`src/rtl/sr_latch_driver_if.sv`:
```
// Command and feedback signals between the SR latch driver and its environment.
// The slave modport is the driver; the master side issues requests and returns latch feedback.
interface sr_latch_driver_if;
  logic set_req;
  logic clr_req;
  logic q_fb;
  logic qbar_fb;
  logic s_out;
  logic r_out;
  logic busy;
  logic done;
  logic err;
  logic conflict;

  modport master (
    output set_req,
    output clr_req,
    output q_fb,
    output qbar_fb,
    input  s_out,
    input  r_out,
    input  busy,
    input  done,
    input  err,
    input  conflict
  );

  modport slave (
    input  set_req,
    input  clr_req,
    input  q_fb,
    input  qbar_fb,
    output s_out,
    output r_out,
    output busy,
    output done,
    output err,
    output conflict
  );
endinterface

```
`src/rtl/sr_latch_driver.sv`:
```
// Turns single-cycle set/clear requests into fixed-width S/R pulses with a dead-time gap,
// then checks the latch feedback and reports done/err.
module sr_latch_driver #(
  parameter int unsigned PULSE_W = 4,
  parameter int unsigned GAP_W   = 2
) (
  input logic              clk,
  input logic              rst,
  sr_latch_driver_if.slave bus
);

  typedef enum logic [1:0] {StIdle, StPulse, StGap, StReport} state_e;
  typedef enum logic {CmdSet, CmdClr} cmd_e;

  // Counters are loaded with width-1 so the state ends on the cycle the counter reads zero.
  localparam logic [7:0] PulseLoad = 8'(PULSE_W - 1);
  localparam logic [7:0] GapLoad   = 8'(GAP_W - 1);

  state_e     state_q;
  cmd_e       cmd_q;
  logic [7:0] cnt_q;
  logic       s_out_q;
  logic       r_out_q;
  logic       busy_q;
  logic       done_q;
  logic       err_q;
  logic       conflict_q;

  logic fb_mismatch;
  logic req_set_only;
  logic req_clr_only;
  logic req_both;

  always_comb begin
    if (cmd_q == CmdSet) begin
      fb_mismatch = !(bus.q_fb && !bus.qbar_fb);
    end else begin
      fb_mismatch = !(!bus.q_fb && bus.qbar_fb);
    end
  end

  assign req_set_only = bus.set_req && !bus.clr_req;
  assign req_clr_only = bus.clr_req && !bus.set_req;
  assign req_both     = bus.set_req && bus.clr_req;

  always_ff @(posedge clk) begin
    if (rst) begin
      state_q    <= StIdle;
      cmd_q      <= CmdSet;
      cnt_q      <= 8'd0;
      s_out_q    <= 1'b0;
      r_out_q    <= 1'b0;
      busy_q     <= 1'b0;
      done_q     <= 1'b0;
      err_q      <= 1'b0;
      conflict_q <= 1'b0;
    end else begin
      done_q     <= 1'b0;
      err_q      <= 1'b0;
      conflict_q <= 1'b0;

      unique case (state_q)
        // REPORT accepts requests exactly like IDLE so commands can run back to back.
        StIdle, StReport: begin
          state_q <= StIdle;
          s_out_q <= 1'b0;
          r_out_q <= 1'b0;
          busy_q  <= 1'b0;
          cnt_q   <= 8'd0;
          if (req_set_only || req_clr_only) begin
            state_q <= StPulse;
            cmd_q   <= req_set_only ? CmdSet : CmdClr;
            cnt_q   <= PulseLoad;
            s_out_q <= req_set_only;
            r_out_q <= req_clr_only;
            busy_q  <= 1'b1;
          end else if (req_both) begin
            conflict_q <= 1'b1;
          end
        end

        StPulse: begin
          if (cnt_q == 8'd0) begin
            state_q <= StGap;
            cnt_q   <= GapLoad;
            s_out_q <= 1'b0;
            r_out_q <= 1'b0;
          end else begin
            cnt_q <= cnt_q - 8'd1;
          end
        end

        StGap: begin
          if (cnt_q == 8'd0) begin
            state_q <= StReport;
            busy_q  <= 1'b0;
            done_q  <= 1'b1;
            err_q   <= fb_mismatch;
          end else begin
            cnt_q <= cnt_q - 8'd1;
          end
        end
      endcase
    end
  end

  assign bus.s_out    = s_out_q;
  assign bus.r_out    = r_out_q;
  assign bus.busy     = busy_q;
  assign bus.done     = done_q;
  assign bus.err      = err_q;
  assign bus.conflict = conflict_q;

endmodule
```
`src/flat_wrapper.sv`:
```
// flat-port wrapper written by rule: the top's interface ports become plain ports
module sr_latch_driver_flat 
#(
  parameter int unsigned PULSE_W = 4,
  parameter int unsigned GAP_W   = 2
)
  (clk, rst, bus_set_req, bus_clr_req, bus_q_fb, bus_qbar_fb, bus_s_out, bus_r_out, bus_busy, bus_done, bus_err, bus_conflict);
  sr_latch_driver_if bus_i ();
  input logic clk;
  input logic rst;
  input wire logic [$bits(bus_i.set_req)-1:0] bus_set_req;
  input wire logic [$bits(bus_i.clr_req)-1:0] bus_clr_req;
  input wire logic [$bits(bus_i.q_fb)-1:0] bus_q_fb;
  input wire logic [$bits(bus_i.qbar_fb)-1:0] bus_qbar_fb;
  output wire logic [$bits(bus_i.s_out)-1:0] bus_s_out;
  output wire logic [$bits(bus_i.r_out)-1:0] bus_r_out;
  output wire logic [$bits(bus_i.busy)-1:0] bus_busy;
  output wire logic [$bits(bus_i.done)-1:0] bus_done;
  output wire logic [$bits(bus_i.err)-1:0] bus_err;
  output wire logic [$bits(bus_i.conflict)-1:0] bus_conflict;
  assign bus_i.set_req = bus_set_req;
  assign bus_i.clr_req = bus_clr_req;
  assign bus_i.q_fb = bus_q_fb;
  assign bus_i.qbar_fb = bus_qbar_fb;
  assign bus_s_out = bus_i.s_out;
  assign bus_r_out = bus_i.r_out;
  assign bus_busy = bus_i.busy;
  assign bus_done = bus_i.done;
  assign bus_err = bus_i.err;
  assign bus_conflict = bus_i.conflict;
  sr_latch_driver #(.PULSE_W(PULSE_W), .GAP_W(GAP_W)) u_core (.clk(clk), .rst(rst), .bus(bus_i));
endmodule
```
`config.mk`:
```
export PLATFORM = sky130hd
export DESIGN_NAME = sr_latch_driver_flat
export DESIGN_NICKNAME = d
export VERILOG_FILES = /design/src/rtl/sr_latch_driver_if.sv /design/src/rtl/sr_latch_driver.sv /design/src/flat_wrapper.sv
export SDC_FILE = /design/constraint.sdc
export NUM_CORES = 1
export LEC_CHECK = 0
export CAP_MARGIN = 20
export CORE_UTILIZATION = 47
export DETAILED_ROUTE_END_ITERATION = 6
export PLACE_DENSITY = 0.84
export SYNTH_ARGS = -nofsm -noshare
export SYNTH_HDL_FRONTEND = slang
export SYNTH_SLANG_ARGS = --single-unit
```
`constraint.sdc`:
```
create_clock -name clk -period 1.7 [get_ports clk]
set_clock_uncertainty 0.05 [all_clocks]
set_input_delay 0.17 -clock clk [delete_from_list [all_inputs] [get_ports clk]]
set_output_delay 0.17 -clock clk [all_outputs]
set_load 0.1 [all_outputs]
```
==> results of run 1 <==
power by group through the flow:
stage / combinational, mW / sequential, mW / clock, mW
6_report: 1.79 / 0.639 / 0.224
5_1_grt: 1.91 / 0.650 / 0.247
4_1_cts: 1.50 / 0.618 / 0.222
3_5_place_dp: 1.45 / 0.616 / 0
3_3_place_gp: 1.40 / 0.610 / 0
2_1_floorplan: 0.769 / 0.785 / 0
layout make-up:
cell class,instances,share of cell area (%)
Inverter,8,2.290
Sequential cell,17,26.53
Multi-Input combinational cell,72,43.51
Timing Repair Buffer,34,23.28
Clock buffer,4,2.004
Tap cell,25,2.385
flip-flops by register name (all words and copies together), names as in the netlist:
signal               count
u_core.bus.conflict      1
u_core.state_q           2
u_core.bus.r_out         1
u_core.bus.s_out         1
u_core.bus.err           1
u_core.cnt_q             8
u_core.cmd_q             1
u_core.bus.done          1
u_core.bus.busy          1
worst max-delay path by stage:
stage | from | end | slack [ns] | cells after the start
floorplan | u_core.cnt_q[0] | u_core.cnt_q[5] | 0.02 | 6
global placement | u_core.state_q[0] | u_core.cnt_q[5] | -0.03 | 6
detailed placement | bus_clr_req | u_core.state_q[0] | -0.07 | 7
CTS | u_core.cnt_q[0] | u_core.cnt_q[5] | -0.005 | 6
global route | u_core.state_q[0] | u_core.cnt_q[5] | -0.08 | 6
finish | u_core.cnt_q[1] | u_core.cnt_q[5] | -0.02 | 6
per-layer routing:
metal | track usage (%) | share of wire (%) | up-vias | wire (um)
met5 | 0 | 0 | - | 0
met4 | 12.73 | 2.0 | 0 | 46
met3 | 4.400 | 4.6 | 6 | 106
met2 | 34.20 | 45 | 32 | 1048
met1 | 31.92 | 48 | 417 | 1102
li1 | - | - | 422 | -
kinds of logic (layout without fill, tap and decap cells):
| family | Yosys count | after routing | synth area share, % |
|---|---|---|---|
| flip-flops | 17 | 17 | 38.97 |
| XOR/XNOR | 3 | 3 | 3.009 |
| AO/OA/AOI/OAI | 21 | 21 | 16.33 |
| AND/OR/NAND/NOR | 40 | 40 | 26.36 |
| adder cells (fa/ha/maj) | 8 | 8 | 11.46 |
| buffers and inverters | 9 | 46 | 3.868 |
Yosys cell counts, types with 2 or more instances:
master     count  area, um2
nand3_1        2      10.01
o21ai_0        2      10.01
inv_1          8      30.03
a311oi_1       2      17.52
a2111oi_0      2      17.52
a21oi_1        7      35.03
nor2b_1        2      12.51
dfxtp_1       17      340.3
nor2_1        15      56.30
nand2b_1       2      12.51
xnor2_1        3      26.28
nand2_1        7      26.28
ha_1           8      100.1
or3_1          3      18.77
a211oi_1       2      15.01
a31oi_1        2      12.51
what timing repair did:
item | CTS | global route
resized for setup | 5 | 15
pin swaps | 2 | 8
setup buffers | 0 | 6
endpoints found under the setup margin | 5 | 9
endpoints found under the hold margin | 0 | 0
per-stage QoR:
| stage | utilization, % | total power, mW | cell area, um2 | hold slack (ns) | setup WS [ns] |
|---|---|---|---|---|---|
| after floorplan | - | 1.554 | 880.8 | 0.2097 | 0.02243 |
| after global placement | 67.68 | 2.013 | 1169 | 0.4301 | -0.03412 |
| after detailed placement | 67.68 | 2.071 | 1169 | 0.4518 | -0.07361 |
| after CTS | 69.86 | 2.341 | 1206 | 0.4304 | -0.005364 |
| after global routing | 75.94 | 2.809 | 1311 | 0.4527 | -0.07703 |
| final | 75.94 | 2.650 | 1311 | 0.4210 | -0.01907 |
==> metrics.csv, run 1 <==
metric,value,unit
status,"finished, violations left",
failing checks,negative setup slack,
Lkg Pwr,0.5577,nW
Max-slew headroom,68.08,%
H-tree levels,1,
final std cells w/o fill,160,
peak supply drop,1163,uV
Worst path max stage delay,0.47,ns
WL/cell,14.40,um
core area,1727,um2
Pint,1.468,mW
Num CTS Buffers,3,
final worst slack,-0.01907,ns
power per cell area,2021,nW/um2
most frequent cells in the layout,"buf_4 (26), nor2_1 (15), dfxtp_1 (11)",
sequential share of the synthesized area,38.97,%
Worst Hold End,u_core.bus.err,
sw frac,44.59,%
FF-to-FF End,u_core.cnt_q[5],
Die Area,2034,um2
Comb power frac,67.4,%
critical path launch point type,flip-flop,
# IOs,12,
GRT Total Usage,23.24,%
prevailing post-synth register cell,dfxtp_1,
row count,15,
Yosys reg bits,17,
Hold Path Origin,bus_q_fb,
CTS tree,built,
syn nets,112,
HP Class,input pin to flip-flop,
vias in the first global route,788,
Post-Synthesis Cells,98,
chip width,45.11,um
final setup fails,1,
total grt overflow,0,
"EDFF count, synth",0,
worst r2r path cells,6,
critical path class,flip-flop to flip-flop,
DRT Pass-1 Iters,4,
"Slew Viols, Final",0,
Worst Path Arrival,1.90,ns
reg2reg start,u_core.cnt_q[1],
Worst-Margin Slew,0.4773,ns
clk slew on worst S/H paths,0.11,ns
first-pass GRT wire length,3401,um
Buf/Inv on CP,1,
DIE HEIGHT,45.11,um
DRC Markers,0,
area grow syn2layout,50.14,%
CP max FO,5,
Reg area,347.8,um2
most frequent cell on the critical path,a21oi_2,
hold depth,2,
largest net degree at the start of global routing,13,
fraction of registers with async set/reset,0,%
CTS Hold Buffers Added,0,
"Distinct cells, synth",30,
Sequential Power Share,24.1,%
top cell family by delay on the critical path,simple AND/OR/NAND/NOR gates,
"Slowest-stage cell, CP",or4b_4,
Worst Path Required,1.89,ns
post-layout min period,1.719,ns
PortBufs,11,
Crit. End Element,flip-flop,
Final TNS setup,-0.01907,ns
max frequency,0.5817,GHz
"most common cell after layout, fill and taps aside",buf_4,
Syn Area/Cell,8.912,um2
Final Cycle Share,101.1,%
clock buffer depth,2,
fin nets,150,
final hold vios,0,
RSZ-0062 raised after global routing,true,
final antenna-violating net count,0,
area of the multi-input gates,570.5,um2
Root Driver,clkbuf_4,
Total Wirelength,2304,um
initial antenna violation count,0,
yosys warns,0,
final antenna diode count,0,
clock share of power,8.5,%
DRT iter0 DRCs,29,
filler instances,119,
switching power,1.181,mW
DR vias/cell,5.481,
clock sinks,17,
reg2reg setup slack,-0.02,ns
crit-path cells,inv_2 -> ha_4 -> and4bb_2 -> a21oi_2 -> or4b_4 -> a21oi_2,
clock latency on the worst-skew pair,0.29,ns
layout cells sized above 1,42.22,%
Placed Cells,150,
Post-Syn Area,873.3,um2
Placer Congestion,0.7555,
DP Wirelength,1452,um
routed via count,877,
Initial Util,50.58,%
Max Cap Viol,0,
Note: power is estimated with default switching activity, not from simulation.
==> run 2, diff against run 1 <==
CORE_UTILIZATION = 56   (was 47)
PLACE_DENSITY = 0.92   (was 0.84)
clock period = 2 ns   (was 1.7 ns; I/O delays follow)
==> metrics.csv, run 2 (synthesized netlist as in run 1, its figures left out) <==
metric,value,unit
status,completed,
power per cell area,1672,nW/um2
initial antenna violation count,0,
post-layout util,73.94,%
clock sinks,17,
largest net degree at the start of global routing,13,
crit-path cells,inv_1 -> ha_1 -> and4bb_2 -> a21oi_2 -> or4b_1 -> a21oi_1,
FF-to-FF End,u_core.cnt_q[5],
final antenna diode count,0,
Num CTS Buffers,3,
DIE HEIGHT,41.49,um
final std cells w/o fill,128,
max FFs per register,8,
reg2reg start,u_core.cnt_q[0],
Buf/Inv on CP,1,
PortBufs,11,
WL/cell,13.88,um
vias in the first global route,724,
Worst Path Arrival,2.04,ns
"most common cell after layout, fill and taps aside",dfxtp_1,
Initial Util,63.17,%
area grow syn2layout,17.05,%
Final TNS setup,0,ns
top cell family by delay on the critical path,simple AND/OR/NAND/NOR gates,
row count,13,
DRT iter0 DRCs,15,
Placed Cells,124,
most frequent cells in the layout,"dfxtp_1 (17), nor2_1 (15), inv_1 (8), ha_1 (8)",
Worst-Margin Slew,0.4616,ns
Worst Path Required,2.17,ns
Max Cap Viol,0,
critical path launch point type,flip-flop,
biggest regs,"u_core.cnt_q (8), u_core.state_q (2)",
final antenna-violating net count,0,
Root Driver,clkbuf_4,
filler instances,100,
Final Cycle Share,93.32,%
Crit. End Element,flip-flop,
final hold vios,0,
HP Class,flip-flop to flip-flop,
Top reg by flops,u_core.cnt_q,
"Slew Viols, Final",0,
critical path class,flip-flop to flip-flop,
"Cell Area, Placed",991.0,um2
peak supply drop,980.1,uV
total grt overflow,0,
layout cells sized above 1,14.16,%
clock buffer depth,2,
Hold Path Origin,u_core.bus.s_out,
clk slew on worst S/H paths,0.09,ns
Worst Hold End,u_core.bus.s_out,
DRT Pass-1 Iters,4,
hold depth,2,
post-layout min period,1.866,ns
core area,1383,um2
Worst path max stage delay,0.44,ns
DP Wirelength,1327,um
fin area,1022,um2
worst r2r path cells,6,
first-pass GRT wire length,3132,um
fin nets,128,
max frequency,0.5358,GHz
clock latency on the worst-skew pair,0.28,ns
"Slowest-stage cell, CP",or4b_1,
# IOs,12,
DR vias/cell,6.172,
Die Area,1721,um2
CP max FO,5,
Reg area,340.3,um2
Total Wirelength,1777,um
Lkg Pwr,0.4327,nW
H-tree levels,1,
chip width,41.49,um
routed via count,790,
DRC Markers,0,
GRT Total Usage,23.34,%
CTS tree,built,
reg2reg setup slack,0.13,ns
RSZ-0062 raised after global routing,false,
Placer Congestion,0.8342,
area of the multi-input gates,504.2,um2
final setup fails,0,
Max-slew headroom,69.00,%
run 2: what timing repair did:
item	CTS	global route
hold buffers	0	0
endpoints found under the setup margin	0	2
buffers inserted	0	0
gates resized for setup	0	2
run 2: final cells by class:
class	instances	area share (%)
Clock buffer	4	2.570
Inverter	8	2.938
Multi-Input combinational cell	72	49.33
Sequential cell	17	33.29
Tap cell	15	1.836
Timing Repair Buffer	12	10.04
run 2: through the flow:
| step | total power, mW | setup WS, ns | hold WS (ns) |
|---|---|---|---|
| floorplan | 1.299 | 0.2405 | 0.2397 |
| detailed placement | 1.498 | 0.1003 | 0.4117 |
| finish | 1.710 | 0.1336 | 0.4227 |
| CTS | 1.688 | 0.07617 | 0.4247 |
| global route | 1.865 | 0.001481 | 0.4726 |
| global placement | 1.463 | 0.1544 | 0.4089 |
run 2: worst max path at each step:
| stage | from | endpoint | slack [ns] | cells past startpoint |
|---|---|---|---|---|
| after detailed placement | u_core.cnt_q[0] | u_core.cnt_q[5] | 0.10 | 6 |
| after floorplan | u_core.cnt_q[0] | u_core.cnt_q[5] | 0.24 | 6 |
| after CTS | u_core.cnt_q[0] | u_core.cnt_q[5] | 0.08 | 6 |
| after global placement | u_core.cnt_q[0] | u_core.cnt_q[5] | 0.15 | 6 |
| after global routing | u_core.cnt_q[0] | u_core.cnt_q[5] | 0.001 | 6 |
| final | u_core.cnt_q[0] | u_core.cnt_q[5] | 0.13 | 6 |
run 2: power by group:
group / internal (mW) / switching, mW / leakage (nW)
clock network: 0.0775 / 0.0974 / 0.0150
logic: 0.392 / 0.625 / 0.279
registers: 0.432 / 0.0859 / 0.139
run 2: worst register-to-register path: stages (launching register included):
cell and delay [ns]:
dfxtp_1 0.39, inv_1 0.08, ha_1 0.25, and4bb_2 0.29, a21oi_2 0.18, or4b_1 0.44, a21oi_1 0.14
run 2: per-layer routing:
layer	GRT usage [%]	vias to the layer above	wire length, um
li1	-	375	-
met1	28.42	379	742
met2	38.75	30	880
met3	7.826	6	114
met4	7.097	0	40
met5	0	-	0
==> edit, RTL diff (settings of run 2) <==
The 4 states of `state_e` get a one-hot encoding in 4 bits.
--- a/src/rtl/sr_latch_driver.sv
+++ b/src/rtl/sr_latch_driver.sv
@@ -11,3 +11,3 @@
 
-  typedef enum logic [1:0] {StIdle, StPulse, StGap, StReport} state_e;
+  typedef enum logic [3:0] {StIdle = 4'b0001, StPulse = 4'b0010, StGap = 4'b0100, StReport = 4'b1000} state_e;
   typedef enum logic {CmdSet, CmdClr} cmd_e;
Formal check against the unedited RTL: no difference found for any inputs over 10 cycles, from zero or initial values and one cycle with rst high; not proved beyond that.
==> edit against run 2 <==
Core utilization shrank 4.5 points; critical path depth did not move; synthesized area grew 8.7%; wire length fell by 0.73%; count of clock-buffer cells in the layout down 1; final area rose by 4.7%; sequential cell count grew 2; die area rose by 8.3%; setup slack better by 0.097 ns; global-route usage shrank 0.96 points; first-iteration DRC count fell by 20%.
Power is not compared: it rests on default switching activity, and its combinational part moved more than twofold at a synthesized area within 25%.
==> edit: results (changes against run 2) <==
[status]
status=completed  ; unchanged

[global_route]
grt_pass1_wl_um=3110  ; was 3130 um
grt_max_degree=14  ; was 13
grt_util_met3=0.0255  ; was 0.0783
use_met1=0.282  ; was 0.284
gr-usage-met2=0.373  ; was 0.388
grt_use_total=0.224  ; was 0.233
grt_pass1_vias=684  ; was 724

[drt]
dr.pass1.iters=5  ; was 4
wl_per_cell_um=13.5  ; was 13.9 um
vias_per_cell=5.66  ; was 6.17
wirelength_um=1760  ; was 1780 um
dr.first_iter.drc_count=12  ; was 15
met3_length_um=55  ; was 114 um
met2_wirelength_um=890  ; was 880 um

[synthesis]
synth_nets=114  ; was 112
yosys.area_share.adder=0.0659  ; was 0.115
avgSynthCellArea_um2=9.22  ; was 8.91 um^2
synth_compound_area_frac=0.107  ; was 0.163
ys_seq_area_frac=0.401  ; was 0.390
synth_common_cells=dfxtp_1 (19), nor2_1 (9), a21oi_1 (7), nand2_1 (6), nor3_1 (6)  ; was dfxtp_1 (17), nor2_1 (15), ha_1 (8), inv_1 (8)
synthMuxAreaShare=0.0105  ; was 0

[placed_design]
finalWeightedCongestion=0.845  ; was 0.834
dp_slack_ns=0.0699  ; was 0.100 ns
dpl.hpwl_um=1340  ; was 1330 um
place_inst=127  ; was 124
postPlaceCellArea_um2=1040  ; was 991 um^2

[timing]
period_needed_ns=1.77  ; was 1.87 ns
relSlewSlack=0.727  ; was 0.690
holdWs_ns=0.444  ; was 0.423 ns

[hold_path]
min-delay-start=u_core.bus.r_out  ; was u_core.bus.s_out

[final_layout]
nFillCells=110  ; was 100
top_regs=u_core.cnt_q (8), u_core.state_q (4)  ; was u_core.cnt_q (8), u_core.state_q (2)
drive_above_1_share=0.217  ; was 0.142

[setup_path]
crit_arrival_ns=1.96  ; was 2.04 ns
reg2reg_slack_ns=0.23  ; was 0.13 ns

[cts]
insertion_delay_ns=0.30  ; was 0.28 ns
clk_pin_slew_ns=0.11  ; was 0.09 ns

## edit: cell count changes after synthesis, sizes merged, moves of 3 or more
| cell | run 2 | this run |
|---|---|---|
| nor3 | 0 | 6 |
| nand3 | 2 | 5 |
| ha | 8 | 5 |
| inv | 8 | 4 |
| buf | 0 | 3 |
## edit: path summary, 6_finish.rpt
kind                                    endpoint
worst max register to register   u_core.cnt_q[2]
worst min-delay path            u_core.bus.r_out
worst max-delay path             u_core.cnt_q[2]
worst min register to register  u_core.bus.r_out
## edit: report_power, final
part | switching (W) | total [W] | internal [W]
combinational | 0.000123 | 0.000200 | 0.0000763
clock | 0.000121 | 0.000195 | 0.0000747
sequential | 0.0000216 | 0.000418 | 0.000397
## edit: cell type report
class / instances / area, um^2 / area share
flip-flops and latches: 19 / 380 / 0.356
well taps: 16 / 20.0 / 0.0187
clock buffers: 3 / 22.5 / 0.0211
multi-input cells: 76 / 524 / 0.490
repair buffers: 12 / 103 / 0.0959
inverters: 4 / 15.0 / 0.0140
clock inverters: 1 / 5.00 / 0.00468
